### config.mk
export PLATFORM = sky130hd
export DESIGN_NAME = hazard_stall_ctrl
export DESIGN_NICKNAME = d
export VERILOG_FILES = /design/src/rtl/hdu_pkg.sv /design/src/rtl/hdu_stall_timer.sv /design/src/rtl/hazard_stall_ctrl.sv
export SDC_FILE = /design/constraint.sdc
export NUM_CORES = 1
export LEC_CHECK = 0
export ABC_AREA = 1
export ABC_CLOCK_PERIOD_IN_PS = 1800
export CORE_UTILIZATION = 48
export DETAILED_ROUTE_END_ITERATION = 7
export PLACE_DENSITY = 0.78
export SKIP_CTS_REPAIR_TIMING = 1
export SKIP_LAST_GASP = 1
export SLEW_MARGIN = 20
export SYNTH_ARGS = -nofsm -noshare
export SYNTH_HDL_FRONTEND = slang
export SYNTH_HIERARCHICAL = 1
export SYNTH_SLANG_ARGS = --single-unit
### constraint.sdc
create_clock -name clk -period 1.8 [get_ports clk]
set_input_delay 0.27 -clock clk [delete_from_list [all_inputs] [get_ports clk]]
set_output_delay 0.27 -clock clk [all_outputs]
set_load 0.02 [all_outputs]
### src/rtl/hdu_pkg.sv
// Shared definitions for the load-use hazard stall controller.
// The optional branch-in-ID hazard detection is enabled by defining BRANCH_ID_HAZARD_EN.
package hdu_pkg;

  // Stall FSM encoding
  typedef enum logic {
    IDLE  = 1'b0,
    STALL = 1'b1
  } state_e;

  // Register $zero is hard-wired and never produces a hazard
  localparam int REG_ZERO = 0;

  // The timer must hold up to LOAD_LAT+1 bubbles (branch vs ID/EX load case)
  function automatic int timer_width(input int load_lat);
    return $clog2(load_lat + 2);
  endfunction

endpackage

### src/rtl/hdu_stall_timer.sv
// Loadable down-counter that tracks remaining stall cycles.
// The count holds while dec is low (external freeze) and stops at zero.
module hdu_stall_timer #(
  parameter int W = 2
) (
  input  logic         clk,
  input  logic         rst_n,
  input  logic         load,
  input  logic [W-1:0] load_val,
  input  logic         dec,
  output logic [W-1:0] count,
  output logic         zero
);

  logic [W-1:0] cnt_d;
  logic [W-1:0] cnt_q;

  // Next count: load wins, otherwise decrement towards zero when enabled
  always_comb begin
    // NOTE: default assignment first so every path drives cnt_d and no latch is inferred.
    cnt_d = cnt_q;
    if (load) begin
      cnt_d = load_val;
    end else if (dec && (cnt_q != '0)) begin
      cnt_d = cnt_q - 1'b1;
    end
  end

  // Count register with synchronous active-low reset
  always_ff @(posedge clk) begin
    // NOTE: non-blocking assignments in clocked blocks so all flops update together at the edge.
    if (!rst_n) begin
      cnt_q <= '0;
    end else begin
      cnt_q <= cnt_d;
    end
  end

  assign count = cnt_q;
  assign zero  = (cnt_q == '0);

endmodule

### src/rtl/hazard_stall_ctrl.sv
// Load-use hazard detector and stall controller for a 5-stage pipeline.
// Holds PC and IF/ID and injects NOP control into ID/EX for LOAD_LAT cycles per hazard.
// Defining BRANCH_ID_HAZARD_EN adds branch-resolved-in-ID hazard ports and detection.
module hazard_stall_ctrl
  import hdu_pkg::*;
#(
  parameter int RA_W     = 5,
  parameter int LOAD_LAT = 1,
  parameter int CNT_W    = 16
) (
  input  logic             clk,
  input  logic             rst_n,
  input  logic [RA_W-1:0]  idexrt,
  input  logic [RA_W-1:0]  ifidrs,
  input  logic [RA_W-1:0]  ifidrt,
  input  logic             idexmemrd,
  input  logic             ext_stall,
`ifdef BRANCH_ID_HAZARD_EN
  input  logic             ifidbranch,
  input  logic             idexregwr,
  input  logic [RA_W-1:0]  idexwa,
  input  logic             exmemmemrd,
  input  logic [RA_W-1:0]  exmemwa,
`endif
  output logic             pcen,
  output logic             ifidregwr,
  output logic             ctrlsig,
  output logic             busy,
  output logic [CNT_W-1:0] stall_cnt
);

  localparam int TMR_W = timer_width(LOAD_LAT);
  typedef logic [TMR_W-1:0] tmr_t;
  localparam logic [RA_W-1:0] ZERO_RA = RA_W'(REG_ZERO);

  state_e           state_d, state_q;
  tmr_t             req;
  logic             hit_raw, hit, ext, stall;
  logic             tmr_load, tmr_dec, tmr_zero;
  tmr_t             tmr_val, tmr_cnt;
  logic [CNT_W-1:0] cnt_d, cnt_q;

`ifdef BRANCH_ID_HAZARD_EN
  logic br_alu, br_ld_idex, br_ld_exmem;
  assign br_alu      = ifidbranch && idexregwr && (idexwa != ZERO_RA) &&
                       ((idexwa == ifidrs) || (idexwa == ifidrt));
  assign br_ld_idex  = ifidbranch && idexmemrd && (idexwa != ZERO_RA) &&
                       ((idexwa == ifidrs) || (idexwa == ifidrt));
  assign br_ld_exmem = ifidbranch && exmemmemrd && (exmemwa != ZERO_RA) &&
                       ((exmemwa == ifidrs) || (exmemwa == ifidrt));
`endif

  // Bubble requirement for the instruction in IF/ID; the largest case wins
  always_comb begin
    req = '0;
    if (idexmemrd && (idexrt != ZERO_RA) && ((idexrt == ifidrs) || (idexrt == ifidrt))) begin
      req = tmr_t'(LOAD_LAT);
    end
`ifdef BRANCH_ID_HAZARD_EN
    if (br_alu && (req < tmr_t'(1))) begin
      req = tmr_t'(1);
    end
    if (br_ld_exmem && (req < tmr_t'(LOAD_LAT))) begin
      req = tmr_t'(LOAD_LAT);
    end
    if (br_ld_idex) begin
      req = tmr_t'(LOAD_LAT + 1);
    end
`endif
  end

  // Unknown inputs resolve to "no hazard" / "no freeze" so outputs stay defined
  assign hit_raw = (req != '0);
  assign hit     = (hit_raw === 1'b1);
  assign ext     = (ext_stall === 1'b1);
  assign tmr_val = req - 1'b1;

  hdu_stall_timer #(
    .W (TMR_W)
  ) u_timer (
    .clk      (clk),
    .rst_n    (rst_n),
    .load     (tmr_load),
    .load_val (tmr_val),
    .dec      (tmr_dec),
    .count    (tmr_cnt),
    .zero     (tmr_zero)
  );

  // Next-state logic: arm the timer on a multi-cycle hazard, count down while not frozen
  always_comb begin
    state_d  = state_q;
    tmr_load = 1'b0;
    tmr_dec  = 1'b0;
    unique case (state_q)
      IDLE: begin
        if (hit && (req != tmr_t'(1))) begin
          state_d  = STALL;
          tmr_load = 1'b1;
        end
      end
      STALL: begin
        if (tmr_zero) begin
          state_d = IDLE;
        end else if (!ext) begin
          tmr_dec = 1'b1;
          if (tmr_cnt == tmr_t'(1)) begin
            state_d = IDLE;
          end
        end
      end
      default: state_d = IDLE;
    endcase
  end

  // State register with synchronous active-low reset
  always_ff @(posedge clk) begin
    if (!rst_n) begin
      state_q <= IDLE;
    end else begin
      state_q <= state_d;
    end
  end

  // Pipeline control: stall in the hazard cycle itself; an external freeze injects no bubble
  always_comb begin
    stall     = 1'b0;
    pcen      = 1'b1;
    ifidregwr = 1'b1;
    ctrlsig   = 1'b0;
    if (rst_n) begin
      stall     = ((state_q == IDLE) && hit) || (state_q == STALL) || ext;
      pcen      = !stall;
      ifidregwr = !stall;
      ctrlsig   = stall && !ext;
    end
  end

  assign busy = rst_n && (state_q == STALL);

  // Saturating count of cycles with the PC held
  always_comb begin
    cnt_d = cnt_q;
    if (!pcen && (cnt_q != '1)) begin
      cnt_d = cnt_q + 1'b1;
    end
  end

  // Performance counter register
  always_ff @(posedge clk) begin
    if (!rst_n) begin
      cnt_q <= '0;
    end else begin
      cnt_q <= cnt_d;
    end
  end

  assign stall_cnt = cnt_q;

endmodule

# After elaboration in Yosys (flattened, before gate mapping)
# Cells that the tools add are included.
[word_totals]
register_bits = 19
in_bits = 19
out_inout_bits = 20
elab_cells = 47
[op_classes]
add_sub_neg = 3
n_eq_ne = 7
n_mux = 14
n_bitwise = 1
reduce_logical = 19
[ops]
columns = ["cell", "n"]
rows = [
  ["16-bit by 1-bit adder with 16-bit output, second input constant", 1],
  ["16-bit inequality test, second input constant", 1],
  ["1-bit two-way mux", 11],
  ["5-bit == test", 2],
  ["1-bit logical AND", 8],
  ["2-bit nonzero test", 3],
  ["5-bit nonzero test", 1],
  ["2-bit two-way mux", 2],
  ["2-bit by 1-bit subtractor with 2-bit output, second input constant", 2],
  ["1-bit zero test", 3],
  ["1-bit logical OR", 3],
  ["2-bit by 1-bit == test with 1-bit output, second input constant", 1],
  ["1-bit case equality test, second input constant", 2],
  ["2-bit zero test", 1],
  ["2-bit by 1-bit inequality test with 1-bit output, second input constant", 1],
  ["1-bit one-hot mux with 2 select lines", 1],
  ["1-bit inverter", 1],
]

# Depth between registers and ports, before layout
# Gate-level depths: netlist of run 1.
[depth]
word_depth = 13
mapped_depth = 14
depth_no_buf = 13

# Modules after synthesis
# Netlist of run 1, hierarchy kept.
[modules_own_cells]
columns = ["mod", "instances", "cells_per_inst", "area_per_inst_um2", "seq_area_each_um2"]
rows = [
  ["hazard_stall_ctrl", 1, 211, 1253.7, 340.3],
  ["hdu_stall_timer", 1, 24, 136.4, 40.0],
]

# Least setup slack after synthesis of run 1
# OpenSTA, ideal clock, no wires.
[synth_path]
path_kind = "reg-to-reg"
from = "register cnt_q[0] (netlist: stall_cnt[0])"
to = "register cnt_q[8] (netlist: stall_cnt[8])"
setup_ns = 0.115
arrival_time_ns = 1.589
t_required_ns = 1.685
path_slack_ns = 0.096
path_stages_with_launch = 10
path_buffers = 0
synth_period_minus_slack_ns = 1.704
path_cell_list = "dfxtp_1 > ha_1 > nand2_1 > inv_2 > nand3_2 > nor2_4 > nand4_4 > and3_1 > a21oi_1 > nor2_1"
[synth_via]
elab_chain_len = 2
word_cells_on_any_way = 3
cone_classes = "1 x add/sub; 1 x eq/ne; 1 x reduce/logical"
[synth_lines]
columns = ["element", "line", "text"]
rows = [
  ["start, declared", "hazard_stall_ctrl.sv:41", "logic [CNT_W-1:0] cnt_d, cnt_q;"],
  ["start signal, assigned", "hazard_stall_ctrl.sv:154", "cnt_q <= cnt_d;"],
  ["parallel branches: the longest is 2 deep, another holds 16-bit by 1-bit adder with 16-bit output", "--", ""],
]
# Several ways; the timed one is not identified.
# A chain may end at the register's enable or synchronous reset.

# Worst setup path in the final report of run 1
[layout_path]
from = "register cnt_q[0] (netlist: stall_cnt[0])"
to = "output stall_cnt[0]"
[layout_rtl]
columns = ["element", "line", "text"]
rows = [
  ["end, declared", "hazard_stall_ctrl.sv:29", "output logic [CNT_W-1:0] stall_cnt"],
]
# No word-level cell between the ends.

==> results.sh, run 1 <==
export IMPL_place_congestion=0.815
export IMPL_die_area_sq_mm=0.00312
export IMPL_diodes=0
export IMPL_setup_viol_count_final=0
export IMPL_crit_path_end="stall_cnt[0]"
export IMPL_rr_startpoint="stall_cnt[0]"
export IMPL_hpwlAfterDp_um=2180
export IMPL_drtIter0Drc=56
export IMPL_fmax_mhz=606
export IMPL_r2r_cells=10
export IMPL_cts_tree="built"
export IMPL_clk_pin_slew_ns=0.12
export IMPL_status="complete, no violations"
export IMPL_ant_nets=0
export IMPL_insertion_delay_ns=0.30
export IMPL_finalSetupTns_ns=0
export IMPL_r2r_end="stall_cnt[5]"
export IMPL_die_width_um=55.8
export IMPL_grt_pass1_vias=1288
export IMPL_drc=0
export IMPL_initial_core_util_pct=50.4
export IMPL_period_share_pct=91.7
export IMPL_crit_cells=2
export IMPL_critPathLaunch="stall_cnt[0]"
export IMPL_cts_root_buf="clkbuf_4"
export IMPL_worstSetupPathType="register to output port"
export IMPL_path_buf_inv=2
export IMPL_num_io_pins=39
export IMPL_maxCapViolations=0
export IMPL_finClkSkew_ns=0.0141
export IMPL_grt_overflow_total=0
export IMPL_syn_inst=235
export IMPL_portBuffers=38
export IMPL_cp_data_required_time_ns=1.53
export IMPL_path_delay_family="buffers and inverters"
export IMPL_cp_arrival_ns=1.38
export IMPL_ys_seq_elements=19
export IMPL_antenna_found_initial=0
export IMPL_drive_above_1_share_pct=16.0
export IMPL_syn_area_sq_mm=0.00139
export IMPL_power_w=0.000877
export IMPL_dr_total_vias=1494
export IMPL_finalWirelength_um=3050
export IMPL_finalMaxSlewViolations=0
export IMPL_rows=19
export IMPL_hold_path_depth=2
export IMPL_core_area_sq_mm=0.00276
export IMPL_via_per_inst=4.70
export IMPL_synth_cell_type_count=28
export IMPL_grt_usage_pct=20.1
export IMPL_hold_viol=0
export IMPL_ir_drop_mv=0.328
export IMPL_reg2reg_slack_ns=0.15
export IMPL_synth_avg_cell_area_sq_um=5.92
export IMPL_cts_sinks=19
export IMPL_cp_slowest_cell="clkdlybuf4s50_1"
export IMPL_period_needed_ns=1.65
export IMPL_final_core_util_pct=72.5
export IMPL_hold_class="register to register"
export IMPL_finalNetCount=309
export IMPL_area_growth_pct=43.8
export IMPL_grt_pass1_wl_um=5250
export IMPL_worstSetupStartpointType="register"
export IMPL_first_pass_iters=4
export IMPL_p_per_area_mw_per_mm2=439
export IMPL_ys_seq_area_share_pct=27.4
export IMPL_cts_buffers=3
export IMPL_die_y_um=55.8
export IMPL_leakagePower_nw=1.15
export IMPL_critPathCaptureType="output port"
export IMPL_ys_warnings_count=6
export IMPL_route_detailed_wl_per_inst_um=9.59
export IMPL_path_max_fanout=3
export IMPL_clock_path_buffers=2
export IMPL_grt_max_degree=30
export IMPL_htree_num_levels=1
export IMPL_max_stage_delay_ns=0.59
export IMPL_path_cells="buf_4 -> clkdlybuf4s50_1"
placed cells by master, fill, tap and decap left out, types with 2 or more instances in the layout:
master,count
nor3_2,3
nand3_1,18
nand3_4,2
dfxtp_1,17
conb_1,4
nor2_2,3
buf_4,12
inv_2,7
a21oi_1,11
nor2_1,33
o21ai_0,4
nand4_1,4
clkbuf_4,3
clkdlybuf4s50_1,19
inv_1,36
dlymetal6s2s_1,16
nand2_1,73
buf_6,3
and3_1,2
kinds of logic (layout without fill, tap and decap cells):
logic type / count (synthesis) / count (layout) / synth area share, %
AO/OA/AOI/OAI: 16 / 16 / 5.94
XOR/XNOR: 2 / 2 / 1.26
adder cells (fa/ha/maj): 2 / 2 / 1.80
buffers and inverters: 49 / 98 / 14.5
flip-flops: 19 / 19 / 27.4
other: 1 / 4 / 0.270
AND/OR/NAND/NOR: 146 / 146 / 48.9
stage by stage:
step                area [sq um]  worst slack, ns  instances  hold slack (ns)
CTS                         1870           -0.625        313            0.501
finish                      2000            0.149        318            0.497
detailed placement          1840           -0.597        309            0.466
global placement            1840           -0.587        309            0.470
global route                2000         -0.00168        318            0.547
floorplan                   1400           0.0957        238            0.396
Yosys cell counts, drive strengths merged:
| master | instances | area share [%] |
|---|---|---|
| nand4 | 5 | 3.3 |
| xnor2 | 2 | 1.3 |
| nor3 | 4 | 1.8 |
| nor2 | 38 | 13 |
| ha | 2 | 1.8 |
| a21oi | 11 | 4.0 |
| dfxtp | 19 | 27 |
| nand3 | 21 | 9.2 |
| a211oi | 1 | 0.54 |
| nand3b | 1 | 0.54 |
| and3 | 2 | 0.90 |
| o21ai | 4 | 1.4 |
| inv | 43 | 12 |
| conb | 1 | 0.27 |
| nand2 | 75 | 21 |
| clkbuf | 1 | 0.27 |
| buf | 5 | 2.6 |
registers in the layout (all words and copies together) (netlist names):
signal and count:
stall_cnt 16, u_timer/count 2, state_q 1
layout make-up:
class | instances | area, sq um
Sequential cell | 19 | 385
Multi-Input combinational cell | 170 | 867
Fill cell | 232 | 758
Inverter | 43 | 161
Clock buffer | 3 | 22.5
Tap cell | 31 | 38.8
Timing Repair Buffer | 51 | 519
Clock inverter | 1 | 5.00
report_power, final:
| part | leakage, nW | internal [W] | total, W | switching [W] |
|---|---|---|---|---|
| clock | 0.0177 | 0.0000827 | 0.000223 | 0.000140 |
| combinational | 0.979 | 0.000107 | 0.000213 | 0.000106 |
| sequential | 0.155 | 0.000431 | 0.000441 | 0.0000102 |
routing by layer:
metal	vias up	global-route usage, %	wire [um]
met5	-	0	0
met4	0	5.57	19
met3	2	3.72	103
met2	25	34.9	1470
met1	650	25.6	1460
li1	817	-	-
worst min path at each step:
stage	start	endpoint	slack [ns]
floorplan	rst_n	u_timer/count[1]	0.40
CTS	u_timer/count[1]	state_q	0.50
detailed placement	u_timer/count[1]	state_q	0.47
global placement	u_timer/count[1]	state_q	0.47
global route	u_timer/count[1]	state_q	0.55
finish	u_timer/count[1]	state_q	0.50
worst min-delay path, stage by stage, from the launching register on:
cell and delay (ns):
dfxtp_1 0.34, o21ai_0 0.09, inv_1 0.05
Note: power is estimated with default switching activity, not from simulation.
==> run 2: changes to the inputs <==
--- a/config.mk
+++ b/config.mk
@@ -6,7 +6,8 @@
 export NUM_CORES = 1
 export LEC_CHECK = 0
 export ABC_AREA = 1
-export ABC_CLOCK_PERIOD_IN_PS = 1800
+export ABC_CLOCK_PERIOD_IN_PS = 1850
+export CORE_ASPECT_RATIO = 0.5
 export CORE_UTILIZATION = 48
 export DETAILED_ROUTE_END_ITERATION = 7
 export PLACE_DENSITY = 0.78
==> constraint.sdc (replaced) <==
create_clock -name clk -period 1.85 [get_ports clk]
set_input_delay 0.2775 -clock clk [delete_from_list [all_inputs] [get_ports clk]]
set_output_delay 0.2775 -clock clk [all_outputs]
set_load 0.02 [all_outputs]
==> run 2 against run 1 <==
Net effect: the run now ends with setup timing left; largest cell class unchanged; critical path type is now input pin to output port; power increased by 3.8%; global-route usage decreased by 0.41 points; highest routed layer unchanged; design area decreased by 2.8%; final cell count increased by 0.94%; first-iteration DRC count increased by 61%; largest power group unchanged; critical path depth increased by 5; sequential cell count unchanged; via count increased by 0.80%; count of clock-buffer cells in the layout increased by 1; worst hold slack got worse by 0.0094 ns; critical endpoint is now ctrlsig.
==> results.sh, run 2 (same netlist as run 1, synthesis figures left out) <==
export IMPL_status="finished, violations left"
export IMPL_violations="setup timing"
export IMPL_antenna_found_initial=0
export IMPL_design_area_sq_mm=0.00194
export IMPL_final_core_util_pct=72.8
export IMPL_fmax_mhz=531
export IMPL_finClkSkew_ns=0.00545
export IMPL_finalSetupTns_ns=-0.0319
export IMPL_die_width_um=78.1
export IMPL_grt_overflow_total=0
export IMPL_p_per_area_mw_per_mm2=469
export IMPL_ir_drop_mv=0.249
export IMPL_finalMaxSlewViolations=0
export IMPL_hold_path_depth=2
export IMPL_dpl_worst_slack_ns=-0.597
export IMPL_n_fill_cell=230
export IMPL_placed_cells=313
export IMPL_path_cells="clkdlybuf4s50_1 -> xnor2_1 -> nand3_1 -> nand2_1 -> nand2_2 -> a211oi_2 -> buf_4"
export IMPL_final_common_cell="nand2_1"
export IMPL_cts_buffers=3
export IMPL_cts_root_buf="clkbuf_8"
export IMPL_rsz0062_at_grt="true"
export IMPL_route_detailed_wl_per_inst_um=9.77
export IMPL_drtIter0Drc=90
export IMPL_place_congestion=0.784
export IMPL_hold_class="register to register"
export IMPL_grt_usage_pct=19.7
export IMPL_first_pass_iters=4
export IMPL_portBuffers=38
export IMPL_insertion_delay_ns=0.26
export IMPL_drc=0
export IMPL_clk_pin_slew_ns=0.07
export IMPL_clock_path_buffers=2
export IMPL_critPathCaptureType="output port"
export IMPL_finalWirelength_um=3140
export IMPL_worstSetupPathType="input pin to output port"
export IMPL_period_share_pct=102
export IMPL_min_from="u_timer/count[1]"
export IMPL_dr_total_vias=1506
export IMPL_grt_pass1_vias=1158
export IMPL_hold_viol=0
export IMPL_diodes=0
export IMPL_rr_startpoint="stall_cnt[1]"
export IMPL_worstSetupStartpointType="input pin"
export IMPL_die_area_sq_mm=0.00313
export IMPL_grt_max_degree=30
export IMPL_grt_pass1_wl_um=4750
export IMPL_period_needed_ns=1.88
export IMPL_cp_slowest_cell="clkdlybuf4s50_1"
export IMPL_final_cell_mix="nand2_1 (73), inv_1 (37), nor2_1 (32)"
export IMPL_via_per_inst=4.69
export IMPL_placed_area_sq_mm=0.00183
export IMPL_finalNetCount=306
export IMPL_path_max_fanout=4
export IMPL_rows=13
export IMPL_initial_core_util_pct=52.1
export IMPL_area_growth_pct=39.8
export IMPL_hpwlAfterDp_um=2200
export IMPL_num_io_pins=39
export IMPL_layout_setup_ws_ns=-0.0319
export IMPL_critPathLaunch="ifidrt[4]"
export IMPL_ant_nets=0
export IMPL_setup_viol_count_final=1
export IMPL_stdcell_count=321
export IMPL_cp_arrival_ns=1.60
export IMPL_seq_area_sq_um=383
export IMPL_drive_above_1_share_pct=13.7
export IMPL_leakagePower_nw=1.11
export IMPL_multiInputGateArea_sq_um=830
export IMPL_die_y_um=40.1
export IMPL_cts_tree="built"
export IMPL_cp_data_required_time_ns=1.57
export IMPL_maxCapViolations=0
export IMPL_r2r_cells=12
export IMPL_core_area_sq_mm=0.00267
export IMPL_htree_num_levels=1
export IMPL_max_stage_delay_ns=0.47
export IMPL_largest_reg_flops=16
export IMPL_cts_sinks=19
## run 2: cell type report
cell class	instances	share of cell area, %
Clock buffer	4	2.32
Sequential cell	19	19.7
Inverter	43	8.31
Multi-Input combinational cell	170	42.7
Timing Repair Buffer	48	24.6
Tap cell	37	2.38
## run 2: critical path, delay by kind of cell
family | cells | cell delay [ns]
compound gates | 1 | 0.28
xor+xnor | 1 | 0.12
buf+inv | 2 | 0.66
simple gates | 3 | 0.27
## run 2: report_power, final
part / total (W) / switching [W] / internal [W]
clock network: 0.000295 / 0.000142 / 0.000153
logic: 0.000185 / 0.0000983 / 0.0000866
registers: 0.000430 / 0.0000105 / 0.000420
total: 0.000910 / 0.000251 / 0.000660
## run 2: layer usage
layer | global-route usage, % | part of all wire, % | routed length (um)
met4 | 5.56 | 1.4 | 43
met5 | 0 | 0 | 0
met3 | 5.68 | 4.5 | 140
met1 | 22.8 | 48 | 1490
met2 | 37.5 | 47 | 1460
## run 2: final timing paths
check / end / slack [ns]
min: state_q / 0.49
max: ctrlsig / -0.03
max reg2reg: stall_cnt[15] / 0.17
min reg2reg: state_q / 0.49
## run 2: metrics by stage
stage,hold WS [ns],total power [W]
6_report,0.488,0.000910
5_1_grt,0.544,0.000961
4_1_cts,0.488,0.000916
3_5_place_dp,0.477,0.000624
3_3_place_gp,0.459,0.000620
2_1_floorplan,0.404,0.000544
==> run 3: changes to the inputs <==
--- a/config.mk
+++ b/config.mk
@@ -6,11 +6,11 @@
 export NUM_CORES = 1
 export LEC_CHECK = 0
 export ABC_AREA = 1
-export ABC_CLOCK_PERIOD_IN_PS = 1850
+export ABC_CLOCK_PERIOD_IN_PS = 1500
 export CORE_ASPECT_RATIO = 0.5
-export CORE_UTILIZATION = 48
+export CORE_UTILIZATION = 43
 export DETAILED_ROUTE_END_ITERATION = 7
-export PLACE_DENSITY = 0.78
+export PLACE_DENSITY = 0.74
 export SKIP_CTS_REPAIR_TIMING = 1
 export SKIP_LAST_GASP = 1
 export SLEW_MARGIN = 20
==> constraint.sdc (replaced) <==
create_clock -name clk -period 1.5 [get_ports clk]
set_input_delay 0.15 -clock clk [delete_from_list [all_inputs] [get_ports clk]]
set_output_delay 0.15 -clock clk [all_outputs]
set_load 0.02 [all_outputs]
==> run 3 against run 2 <==
Net effect: the flow still finishes with violations (setup timing); count of clock-buffer cells in the layout stayed put; clock power is 24% higher; via count is 7.4% higher; worst hold slack better by 0.0050 ns; sequential cell count stayed put; final cell count is 6.2% higher; critical path type is now register to register.
==> results.sh, run 3 (same netlist as run 1, synthesis figures left out) <==
export IMPL_status="finished, violations left"
export IMPL_violations="setup timing"
export IMPL_area_growth_pct=58.0
export IMPL_diodes=0
export IMPL_drc=0
export IMPL_drtIter0Drc=121
export IMPL_cts_sinks=19
export IMPL_insertion_delay_ns=0.26
export IMPL_period_needed_ns=1.59
export IMPL_cp_arrival_ns=1.74
export IMPL_clk_pin_slew_ns=0.07
export IMPL_leakagePower_nw=1.32
export IMPL_stdcell_count=341
export IMPL_num_io_pins=39
export IMPL_n_fill_cell=251
export IMPL_portBuffers=38
export IMPL_ant_nets=0
export IMPL_finalWirelength_um=3520
export IMPL_critPathCaptureType="register"
export IMPL_p_per_area_mw_per_mm2=527
export IMPL_finalNetCount=323
export IMPL_layout_setup_ws_ns=-0.0852
export IMPL_maxCapViolations=0
export IMPL_grt_pass1_vias=1319
export IMPL_seq_area_sq_um=390
export IMPL_grt_pass1_wl_um=5200
export IMPL_setup_viol_count_final=13
export IMPL_dr_total_vias=1618
export IMPL_worstSetupStartpointType="register"
export IMPL_cts_root_buf="clkbuf_8"
export IMPL_via_per_inst=4.74
export IMPL_cts_buffers=3
export IMPL_ir_drop_mv=0.486
export IMPL_largest_reg_flops=16
export IMPL_finalSetupTns_ns=-0.603
export IMPL_initial_core_util_pct=45.9
export IMPL_htree_num_levels=1
export IMPL_finalMaxSlewViolations=0
export IMPL_rsz0062_at_grt="true"
export IMPL_hold_slack_ns=0.493
export IMPL_final_common_cell="nand2_1"
export IMPL_hold_class="register to register"
export IMPL_first_pass_iters=4
export IMPL_clock_path_buffers=2
export IMPL_period_share_pct=106
export IMPL_path_max_fanout=5
export IMPL_hold_viol=0
export IMPL_route_detailed_wl_per_inst_um=10.3
export IMPL_finClkSkew_ns=0.00247
export IMPL_fmax_mhz=631
export IMPL_final_cell_mix="nand2_1 (72), inv_1 (36), nor2_1 (27)"
export IMPL_core_area_sq_mm=0.00303
export IMPL_antenna_found_initial=0
export IMPL_grt_overflow_total=0
export IMPL_cts_tree="built"
export IMPL_grt_usage_pct=19.3
export IMPL_die_y_um=42.2
export IMPL_final_core_util_pct=72.5
export IMPL_drive_above_1_share_pct=23.3
export IMPL_dpl_worst_slack_ns=-0.684
export IMPL_place_congestion=0.824
export IMPL_die_width_um=82.4
export IMPL_die_area_sq_mm=0.00348
export IMPL_multiInputGateArea_sq_um=902
export IMPL_cp_data_required_time_ns=1.66
export IMPL_grt_max_degree=30
export IMPL_placed_cells=331
export IMPL_hpwlAfterDp_um=2440
export IMPL_worstSetupPathType="register to register"
export IMPL_rows=14
-- run 3: cell count changes in the layout (fill, tap and decap cells not counted), sizes merged --
cell	delta
dlymetal6s2s	+8
clkbuf	-1
buf	+18
clkdlybuf4s50	-8
-- run 3: power by group --
| part | internal [W] | leakage [nW] | switching (W) |
|---|---|---|---|
| clock | 0.000189 | 0.0228 | 0.000177 |
| combinational | 0.000125 | 1.14 | 0.000138 |
| sequential | 0.000517 | 0.156 | 0.0000106 |
| total | 0.000831 | 1.32 | 0.000326 |
-- run 3: worst paths after layout --
| check | startpoint | end | slack, ns | cells after the start |
|---|---|---|---|---|
| worst max-delay path | stall_cnt[1] | stall_cnt[8] | -0.09 | 10 |
| worst min-delay path | u_timer/count[1] | state_q | 0.49 | 2 |
| worst max register to register | stall_cnt[1] | stall_cnt[8] | -0.09 | 10 |
| worst min register to register | u_timer/count[1] | state_q | 0.49 | 2 |
-- run 3: cell type report --
| type | instances | share of cell area, % |
|---|---|---|
| clock buffers | 4 | 2.05 |
| inverters | 43 | 7.35 |
| multi-input cells | 170 | 41.1 |
| flip-flops and latches | 19 | 17.8 |
| well taps | 40 | 2.28 |
| repair buffers | 65 | 29.5 |
-- run 3: per-stage QoR --
step / area, sq um / total power [W]
6_report: 2200 / 0.00116
5_1_grt: 2200 / 0.00122
4_1_cts: 2030 / 0.00116
3_5_place_dp: 1990 / 0.000794
3_3_place_gp: 1990 / 0.000789
2_1_floorplan: 1440 / 0.000678
-- run 3: worst max-delay path, stage by stage (launching register included) --
cell     delay [ns]
dfxtp_4        0.36
ha_4           0.13
nand2_2        0.05
inv_2          0.08
nand3_4        0.07
nor2_4         0.17
nand4_4        0.14
buf_6          0.16
and3_4         0.14
a21oi_1        0.12
nor2_1         0.06
-- run 3: layer usage --
metal | wire [um] | up-vias | part of all wire (%) | GRT usage, %
li1 | - | 845 | - | -
met1 | 1580 | 721 | 45 | 23.3
met2 | 1760 | 44 | 50 | 35.0
met3 | 144 | 8 | 4.1 | 3.48
met4 | 34 | 0 | 0.97 | 5.26
met5 | 0 | - | 0 | 0
==> RTL edit (config.mk and constraints of run 2) <==
Build with the macro `BRANCH_ID_HAZARD_EN` defined.
--- a/src/rtl/hazard_stall_ctrl.sv
+++ b/src/rtl/hazard_stall_ctrl.sv
@@ -3,2 +3,4 @@
 // Defining BRANCH_ID_HAZARD_EN adds branch-resolved-in-ID hazard ports and detection.
+`define BRANCH_ID_HAZARD_EN
+
 module hazard_stall_ctrl
Interface: changed (5 added); port bits go from 39 to 52. The function was not compared with the original's and may differ.
==> RTL edit against run 2 <==
- sequential cell count stayed put
- hold slack improved by 0.032 ns
- synthesized cell count up 34%
- design area rose by 32%
- register-to-register slack got worse by 0.04 ns
- power increased by 17%
- sequential share of layout area decreased by 4.6 points
- non-clock buffer count grew 25
- setup slack improved by 0.046 ns
- die area rose by 26%
- core utilization rose by 1.0 points
- wire length increased by 37%
- area after synthesis increased by 27%
- critical path type unchanged
- largest power group unchanged
==> RTL edit: results (changes against run 2) <==
- Leak pwr: 1.36 nW (+23%)
- Syn nets: 348
- Hold Path Class: flip-flop to flip-flop
- Adder and majority gate portion of the synthesized area: 1.42% (-0.38 points)
- DRT Pass-1 Iters: 4 (unchanged)
- Maximum number of pins on one net before global-route repair: 25 (-17%)
- Sum of routed wire length over all layers: 4300 µm (+37%)
- Detail-routed via count per cell: 4.78 (+1.9%)
- Highest layer used for signal routing: met4
- Worst-Skew Late Latency: 0.26 ns (about the same)
- Prevailing post-synth register cell: dfxtp_1
- H-tree Lvls: 1 (unchanged)
- Launch point of the critical path: idexwa[3]
- Count of different cell masters after synthesis: 27 (-3.6%)
- Clock-pin slew on the worst setup and hold paths: 0.07 ns (about the same)
- Synthesized area per cell: 5.62 µm² (-5.0%)
- DP Cell Count: 432 (+38%)
- Number of nets in the layout: 422 (+38%)
- Routability congestion estimate: 0.831 (+6.0%)
- Hold path startpoint: stall_cnt[1]$_SDFFE_PN0P_
- Initial antenna violation count: 0 (unchanged)
- Outcome: finished clean
- Largest fanout of any net on the critical path: 4 (unchanged)
- Max-Slew Margin vs Limit: about 82%
- Met1 wire length: 1990 µm (+33%)
- Top area cells in the synthesized netlist: nand2_1 (23%), dfxtp_1 (22%), inv_1 (11%)
- Placed inst area: 2450 µm² (+34%)
- Buffer levels on the longest clock path: 2 (unchanged)
- Initial drt markers: 74 (-18%)
- First-pass GRT wire length: 6840 µm (+44%)
- Crit path DAT: 1.56 ns (-0.04 ns)
- Ys Warns: 6 (unchanged)
- Setup Skew: 0.00403 ns (-0.00142 ns)
- Worst vdd rail ir drop: 0.233 mV (-6.5%)
- Detailed-route DRC error count: 0 (unchanged)
- Number of cells in the finished layout apart from fillers: 438 (+36%)
- Part of the Yosys area used for sequential elements: 21.6% (-5.8 points)
- Detailed-placement wirelength estimate: 3400 µm (+54%)
- Synth top cells by count: nand2_1 (107), inv_1 (53), nor2_1 (44), nand3_1 (24), dfxtp_1 (19)
- Via count of the first global-routing pass: 1,728 (+49%)
- Met3 wire length: 162 µm (+16%)
- Share of post-route cells with drive strength above 1: 27.1% (+13 points)
- Met2 wirelength from detailed routing: 2100 µm (+44%)
- Total GRT Usage: 21.8% (+2.1 points)
- Number of input and output port buffers inserted: 51 (+34%)
- Xor/xnor share of the synthesized area: 5.96% (+4.7 points)
- Share of the synthesized area in compound gates (AO/OA/AOI/OAI): 4.89% (-1.0 points)
RTL edit: metal layers:
| layer | vias to the layer above | global-route usage, % |
|---|---|---|
| met5 | - | 0 |
| met3 | 5 | 1.65 |
| li1 | 1106 | - |
| met1 | 929 | 27.1 |
| met2 | 54 | 41.6 |
| met4 | 0 | 5.90 |
RTL edit: worst paths after layout:
path,endpoint,slack (ns),depth (start not counted)
hold reg to reg,stall_cnt[1]$_SDFFE_PN0P_,0.52,2
setup reg to reg,stall_cnt[14]$_SDFFE_PN0P_,0.13,12
setup / recovery,ctrlsig,0.01,12
hold / removal,stall_cnt[1]$_SDFFE_PN0P_,0.52,2
RTL edit: per-stage QoR:
stage	util [%]	setup TNS (ns)	total power [mW]	setup WS (ns)
CTS	71.8	-5.01	1.05	-0.804
detailed placement	70.5	-10.22	0.767	-0.797
finish	73.8	0	1.06	0.0139
global route	73.8	-0.0828	1.12	-0.0486
global placement	70.5	-9.37	0.760	-0.801
floorplan	-	0	0.606	0.0617
RTL edit: cell families (layout without fill, tap and decap cells):
group | after synthesis | count (layout)
AND/OR/NAND/NOR | 204 | 204
adder cells (fa/ha/maj) | 2 | 2
XOR/XNOR | 12 | 12
AO/OA/AOI/OAI | 15 | 15
buffers and inverters | 62 | 135
flip-flops | 19 | 19
RTL edit: worst max-delay path: stages:
cell and delay (ns):
clkbuf_2 0.12, nor3_2 0.18, nand3_1 0.12, nand3_1 0.09
inv_1 0.05, nand2_2 0.06, nand2_2 0.06, nor2_4 0.14
inv_2 0.06, a31oi_4 0.17, a21oi_2 0.08, buf_4 0.16
RTL edit: cell type report:
class	instances	area, µm²
Fill cell	288	908
Clock inverter	1	5.00
Multi-Input combinational cell	233	1220
Timing Repair Buffer	73	628
Inverter	58	223
Tap cell	51	63.8
Sequential cell	19	387
Clock buffer	3	41.3
RTL edit: report_power, final:
group	switching (mW)	leakage [nW]	internal (mW)
sequential	0.00885	0.155	0.418
clock	0.142	0.0255	0.150
combinational	0.185	1.18	0.160
